## config.mk

```make
export PLATFORM = sky130hd
export DESIGN_NAME = pc_seq
export DESIGN_NICKNAME = d
export VERILOG_FILES = /design/src/rtl/pc_pkg.sv /design/src/rtl/pc_ras.sv /design/src/rtl/pc_seq.sv
export SDC_FILE = /design/constraint.sdc
export NUM_CORES = 1
export LEC_CHECK = 0
export CORE_ASPECT_RATIO = 0.9
export CORE_MARGIN = 5
export CORE_UTILIZATION = 44
export CTS_BUF_LIST = sky130_fd_sc_hd__clkbuf_4 sky130_fd_sc_hd__clkbuf_8
export CTS_CLUSTER_SIZE = 30
export DETAILED_ROUTE_END_ITERATION = 7
export PLACE_DENSITY = 0.84
export SETUP_SLACK_MARGIN = 0.3
export SLEW_MARGIN = 20
export SYNTH_ARGS = -nofsm -noshare
export SYNTH_HDL_FRONTEND = slang
export SYNTH_SLANG_ARGS = --single-unit
export TNS_END_PERCENT = 1
```

## constraint.sdc

```tcl
create_clock -name clk -period 6.9 [get_ports clk]
set_input_delay 1.035 -clock clk [delete_from_list [all_inputs] [get_ports clk]]
set_output_delay 1.035 -clock clk [all_outputs]
set_load 0.05 [all_outputs]
```

## src/rtl/pc_pkg.sv

```systemverilog
// Shared definitions for the program-counter sequencer: next-PC select codes
// and default vectors used as parameter defaults by pc_seq.
package pc_pkg;

  typedef enum logic [2:0] {
    SEL_TRAP,
    SEL_HOLD,
    SEL_TGT,
    SEL_RET,
    SEL_SEQ
  } pc_sel_e;

  localparam int unsigned PC_ADDR_W_DFLT    = 18;
  localparam int unsigned PC_STEP_DFLT      = 1;
  localparam int unsigned PC_RESET_VEC_DFLT = 'h0;
  localparam int unsigned PC_TRAP_VEC_DFLT  = 'h100;
  localparam int unsigned PC_RAS_DEPTH_DFLT = 4;

endpackage

```

## src/rtl/pc_ras.sv

```systemverilog
// Circular return-address stack: push, pop, replace-top, entry count and a
// sticky overflow flag; a full push overwrites the oldest entry.
module pc_ras #(
  parameter int unsigned ADDR_W = 18,
  parameter int unsigned DEPTH  = 4
) (
  input  logic              clk,
  input  logic              rst,
  input  logic              push_i,
  input  logic              pop_i,
  input  logic [ADDR_W-1:0] data_i,
  output logic [ADDR_W-1:0] top_o,
  output logic              empty_o,
  output logic              full_o,
  output logic              ovf_o,
  output logic              err_o
);

  localparam int unsigned PTR_W = $clog2(DEPTH);
  localparam int unsigned CNT_W = $clog2(DEPTH + 1);

  logic [ADDR_W-1:0] mem_q [DEPTH];
  logic [PTR_W-1:0]  wp_q, wp_d;
  logic [PTR_W-1:0]  top_ptr, nxt_ptr, waddr;
  logic [CNT_W-1:0]  cnt_q, cnt_d;
  logic              empty_q, empty_d;
  logic              full_q, full_d;
  logic              ovf_q, ovf_d;
  logic              err_q, err_d;
  logic              we;

  // wp_q is the next free slot; the top entry sits one slot behind it.
  assign top_ptr = (wp_q == '0) ? PTR_W'(DEPTH - 1) : wp_q - 1'b1;
  assign nxt_ptr = (wp_q == PTR_W'(DEPTH - 1)) ? '0 : wp_q + 1'b1;

  always_comb begin
    wp_d  = wp_q;
    cnt_d = cnt_q;
    ovf_d = ovf_q;
    err_d = 1'b0;
    we    = 1'b0;
    waddr = wp_q;
    if (push_i && pop_i) begin
      we = 1'b1;
      if (cnt_q == '0) begin
        wp_d  = nxt_ptr;
        cnt_d = CNT_W'(1);
      end else begin
        waddr = top_ptr;
      end
    end else if (push_i) begin
      we   = 1'b1;
      wp_d = nxt_ptr;
      if (full_q) ovf_d = 1'b1;
      else        cnt_d = cnt_q + 1'b1;
    end else if (pop_i) begin
      if (cnt_q == '0) begin
        err_d = 1'b1;
      end else begin
        wp_d  = top_ptr;
        cnt_d = cnt_q - 1'b1;
      end
    end
  end

  assign empty_d = (cnt_d == '0);
  assign full_d  = (cnt_d == CNT_W'(DEPTH));

  always_ff @(posedge clk or posedge rst) begin
    if (rst) begin
      wp_q    <= '0;
      cnt_q   <= '0;
      empty_q <= 1'b1;
      full_q  <= 1'b0;
      ovf_q   <= 1'b0;
      err_q   <= 1'b0;
    end else begin
      wp_q    <= wp_d;
      cnt_q   <= cnt_d;
      empty_q <= empty_d;
      full_q  <= full_d;
      ovf_q   <= ovf_d;
      err_q   <= err_d;
    end
  end

  always_ff @(posedge clk) begin
    if (we) mem_q[waddr] <= data_i;
  end

  assign top_o   = mem_q[top_ptr];
  assign empty_o = empty_q;
  assign full_o  = full_q;
  assign ovf_o   = ovf_q;
  assign err_o   = err_q;

endmodule

```

## src/rtl/pc_seq.sv

```systemverilog
// Program-counter sequencer with trap/stall/branch priority select and an
// optional return-address stack enabled by macro PC_RAS_EN.
module pc_seq
  import pc_pkg::*;
#(
  parameter int unsigned ADDR_W    = PC_ADDR_W_DFLT,
  parameter int unsigned STEP      = PC_STEP_DFLT,
  parameter int unsigned RESET_VEC = PC_RESET_VEC_DFLT,
  parameter int unsigned TRAP_VEC  = PC_TRAP_VEC_DFLT,
  parameter int unsigned RAS_DEPTH = PC_RAS_DEPTH_DFLT
) (
  input  logic              clk,
  input  logic              rst,
  input  logic              stall,
  input  logic              trap,
  input  logic              br_taken,
  input  logic [ADDR_W-1:0] br_target,
  input  logic              call,
  input  logic              ret,
  output logic [ADDR_W-1:0] pc,
  output logic [ADDR_W-1:0] pc_next,
  output logic              ras_empty,
  output logic              ras_full,
  output logic              ras_ovf,
  output logic              ret_err
);

  if (RAS_DEPTH < 2 || RAS_DEPTH > 16) begin : g_depth_chk
    $error("pc_seq: RAS_DEPTH must be within 2..16");
  end

  logic [ADDR_W-1:0] pc_q, pc_d;
  logic [ADDR_W-1:0] pc_inc;
  logic [ADDR_W-1:0] ras_top;
  logic              tgt_req;
  logic              ret_req;
  pc_sel_e           sel;

  assign pc_inc = pc_q + ADDR_W'(STEP);

`ifdef PC_RAS_EN
  logic active;
  logic ras_push;
  logic ras_pop;

  // Trap and stall both block every stack side effect for the cycle.
  assign active   = ~trap & ~stall;
  assign ras_push = active & call;
  assign ras_pop  = active & ret;

  pc_ras #(
    .ADDR_W (ADDR_W),
    .DEPTH  (RAS_DEPTH)
  ) u_ras (
    .clk     (clk),
    .rst     (rst),
    .push_i  (ras_push),
    .pop_i   (ras_pop),
    .data_i  (pc_inc),
    .top_o   (ras_top),
    .empty_o (ras_empty),
    .full_o  (ras_full),
    .ovf_o   (ras_ovf),
    .err_o   (ret_err)
  );

  assign tgt_req = call | br_taken;
  assign ret_req = ret & ~ras_empty;
`else
  assign ras_top   = '0;
  assign ras_empty = 1'b1;
  assign ras_full  = 1'b0;
  assign ras_ovf   = 1'b0;
  assign ret_err   = 1'b0;
  assign tgt_req   = call | br_taken | ret;
  assign ret_req   = 1'b0;
`endif

  always_comb begin
    sel = SEL_SEQ;
    if (trap)         sel = SEL_TRAP;
    else if (stall)   sel = SEL_HOLD;
    else if (tgt_req) sel = SEL_TGT;
    else if (ret_req) sel = SEL_RET;
  end

  always_comb begin
    pc_d = pc_inc;
    case (sel)
      SEL_TRAP: pc_d = ADDR_W'(TRAP_VEC);
      SEL_HOLD: pc_d = pc_q;
      SEL_TGT:  pc_d = br_target;
      SEL_RET:  pc_d = ras_top;
      SEL_SEQ:  pc_d = pc_inc;
      default:  pc_d = pc_inc;
    endcase
  end

  always_ff @(posedge clk or posedge rst) begin
    if (rst) pc_q <= ADDR_W'(RESET_VEC);
    else     pc_q <= pc_d;
  end

  assign pc      = pc_q;
  assign pc_next = pc_d;

endmodule

```

# Word level (Yosys, flattened, before mapping)
# Cells that the tools add are included.
[classes] n_addsub=1 n_mul=0 div_mod_pow=0 magnitude_cmp=0 eq_ne=3 shifts=0 mux=4 n_bitwise=2 reduce_logical=1
[ops] operator="$pmux 18 s4" n=1
[ops] operator="$add 18x1->18 const B" n=1
[ops] operator="$mux 3" n=3
[ops] operator="$eq 3x2->1 const B" n=2
[ops] operator="$eq 3x1->1 const B" n=1
[ops] operator="$logic_not 3->1" n=1
[ops] operator="$or 1x1->1" n=2
[word_totals] reg_bits=18 latch_bits=0 ram_bits=0 rom_bits=0 in_bits=25 output_inout_bits=40 elab_cells=12 n_memories=0

# Longest topological paths before layout
[logic_depth] word_depth=7 depth_mapped=8 mapped_depth_nobuf=5

# Worst setup path after synthesis
# Ideal clock, no wire load.
[synth_timing] path_type="input-to-output" startpoint="in trap" endpoint="out pc_next[3]" t_arrival_ps=4066 required_ps=5865 setup_slack_ps=1799 path_stages=6 path_buffers=3 path_cell_list="buf_6 or4_1 buf_2 or2_1 buf_6 o311ai_0"
[synth_between] elab_chain_len=3 elab_cells_between_ends=6 cone_classes="3 x eq/ne; 2 x mux; 1 x reduce/logical"
[synth_lines] item="start, declared" line_no="pc_seq.sv:15" source="input logic trap,"
[synth_lines] item="$mux 3 (*)" line_no="pc_seq.sv:81" source="if (trap) sel = SEL_TRAP;"
[synth_lines] item="$eq 3x2->1, or another cell as far along" line_no="pc_seq.sv:89" source="case (sel)"
[synth_lines] item="$pmux 18 s4 (*)" line_no="pc_seq.sv:89"
[synth_lines] item="end, declared" line_no="pc_seq.sv:21" source="output logic [ADDR_W-1:0] pc_next,"
# Every way passes the cells marked *; elsewhere a longest branch is shown, timed or not.

# Worst setup path after layout
[layout_timing] startpoint="in stall" endpoint="out pc_next[3]"
[layout_between] elab_chain_len=4 elab_cells_between_ends=7 cone_classes="3 x eq/ne; 3 x mux; 1 x reduce/logical"
[layout_lines] item="start, declared" line_no="pc_seq.sv:14" source="input logic stall,"
[layout_lines] item="$mux 3 (*)" line_no="pc_seq.sv:82" source="else if (stall) sel = SEL_HOLD;"
[layout_lines] item="$mux 3 (*)" line_no="pc_seq.sv:81"
[layout_lines] item="$eq 3x2->1, or another cell as far along" line_no="pc_seq.sv:89"
[layout_lines] item="$pmux 18 s4 (*)" line_no="pc_seq.sv:89"
# Marks and branches as above.

==> metrics.yaml <==
antennaDiodeCount: 0
regArea_sq_um: 450
p_per_area_mw_per_mm2: 190
min_from: "pc[8]$_DFF_PP0_"
path_buf_inv: 2
worst_slew_pin_slew_ps: 978
synth-edff-count: 0
synth-async-reset-ratio: 1.00
largest_reg_flops: 18
routabilityCongestion: 0.897
detail_route.wl_per_cell_microns: 16.8
synth_ff_type: "dfrtp_1"
cts_resized: 0
slew_headroom: 0.343
hold_path_class: "reg2reg"
yosysSeqAreaShare: 0.355
crit_start: "stall"
status: "completed"
vias: 1358
drc_errors: 0
tritoncts: "yes"
drt-vias-per-instance: 5.73
ctsHtreeMaxLevel: 1
clk_latency_ps: 300
path_delay_family: "buffers and inverters"
grt_usage: 0.204
worst_r2r_startpoint: "pc[2]$_DFF_PP0_"
cp_max_fo: 19
post_cts_buffers: 0
area_delta_synth_final_pct: 48.4
critPathCapture: "pc_next[3]"
cp-start-kind: "primary input"
grt_max_degree: 20
syn_inst: 142
dp_hpwl_microns: 3090
p_leak_nw: 0.727
yosys-top-cells-count: "dfrtp_1, nand2_1, mux2i_1"
synth_seq_cells: 18
synth.most_common_cell: "dfrtp_1"
yosysTopAreaCellShare: 0.355
grt_pass1_vias: 1306
overflow: 0
final.setup.tns_ps: 0
clk_path_buf_depth: 2
rsz0062_at_grt: "no"
fillers: 232
maxSlewViolCount: 0
ys_top_cells_by_area: "dfrtp_1, mux2i_1, nor4_1"
path_depth: 5
cp-end-kind: "primary output"
syn_area_sq_mm: 0.00127
setup_viol: 0
yosysWarnings: 0
min_period_ps: 5610
fin_worst_skew_ps: 1.86
cts_root_buf: "clkbuf_4"
cts_buffers: 3
synth.distinct_cells: 41
cp.arrival_ps: 4580
cpMostUsedCell: "clkdlybuf4s50_1"
irDropWorstVdd_mv: 0.134
path_cells: "clkdlybuf4s50_1 -> or4_1 -> or2_1 -> o311ai_0 -> clkdlybuf4s50_1"
cp_slowest_cell: "clkdlybuf4s50_1"
wl_microns: 3970
yosys.area.top_type: "dfrtp_1"
core_area_sq_mm: 0.00275
avgSynthCellArea_sq_um: 8.94
nets: 224
maxCapViolations: 0
cts.clk_slew.worst_paths_ps: 100
rows: 18
grt_pass1_wl_microns: 6310
dieArea_sq_mm: 0.00406
cts.sinks: 18
antenna_found_initial: 0
initial_utilization: 0.462
setup.worst_path.class: "in2out"
r2r_slack_ps: 4700
layout-drive-gt1-share: 0.0305
multi_input_area_sq_um: 728
hold_ws_ps: 610
ant_nets: 0
die_w_microns: 66.6
max_freq_ghz: 0.178
slowest_delay_ps: 890
cp.required_ps: 5860
timing.final.ws_setup_ps: 1290
hold_viol: 0
drt_iter0_markers: 63
dpl_worst_slack_ps: 1320
timing.rr.end: "pc[13]$_DFF_PP0_"
portBuffers: 60
io_pins: 65
rr_worst_depth: 4
period_share: 0.814
power_w: 0.000357
hold_buffers: 0
dr.pass1.iters: 4
die_y_microns: 61.0
==> routing by layer <==
metal,vias to the layer above,GRT usage,part of all wire
li1,650,-,-
met1,627,0.269,0.42
met2,73,0.319,0.47
met3,8,0.0556,0.095
met4,0,0.0812,0.019
met5,-,0,0
==> worst min path at each step <==
stage | to | slack, ps | depth (start not counted)
6_report | pc[8]$_DFF_PP0_ | 610 | 2
2_1_floorplan | pc[0]$_DFF_PP0_ | 970 | 1
3_5_place_dp | pc[8]$_DFF_PP0_ | 590 | 2
3_3_place_gp | pc[8]$_DFF_PP0_ | 580 | 2
4_1_cts | pc[8]$_DFF_PP0_ | 610 | 2
5_1_grt | pc[17]$_DFF_PP0_ | 640 | 2
==> power breakdown <==
part	internal [W]	switching, W	total, W
Combinational	0.0000573	0.000103	0.000160
Clock	0.0000322	0.0000344	0.0000666
Sequential	0.000115	0.0000164	0.000131
==> cells by family (layout without fill, tap and decap cells) <==
group / after synthesis / count (layout) / share of synthesized area
adder cells (fa/ha/maj): 1 / 1 / 0.00985
multiplexers: 11 / 11 / 0.0867
AND/OR/NAND/NOR: 56 / 56 / 0.232
buffers and inverters: 16 / 69 / 0.0778
AO/OA/AOI/OAI: 33 / 33 / 0.199
flip-flops: 18 / 18 / 0.355
other: 2 / 4 / 0.00591
XOR/XNOR: 5 / 5 / 0.0345
==> placed cells by master, fill, tap and decap left out, types with 2 or more instances in the layout <==
cell	n
clkbuf_4	3
nor3_1	7
and3_1	2
o31ai_1	5
nand2_1	13
mux2i_1	11
clkdlybuf4s50_1	60
nand2b_1	2
o22ai_1	4
a221o_1	2
nand4_1	6
conb_1	4
dfrtp_1	18
inv_1	5
nor4_1	8
a22o_1	2
nand3_1	5
o21ai_0	7
or4_1	2
nor2_1	6
xnor2_1	5
a21oi_1	2
a21o_1	2
==> area by class of cell <==
class / instances / share of cell area
clock buffer: 4 / 0.0193
inverter: 5 / 0.00996
multi-input combinational: 110 / 0.386
sequential: 18 / 0.239
tap: 40 / 0.0266
timing repair buffer: 60 / 0.319
==> worst register-to-register path: cells and delay by family (launching register included) <==
| family | cells | cell delay (ps) |
|---|---|---|
| compound gates | 2 | 520 |
| flops | 1 | 470 |
| simple gates | 2 | 1090 |
==> metrics by stage <==
step,std cells,utilization,instance area [sq um]
global route,237,0.686,1880
CTS,237,0.686,1880
global placement,233,0.673,1850
detailed placement,233,0.673,1850
floorplan,144,-,1280
finish,237,0.686,1880
No activity file was read; power rests on OpenSTA's default activity.
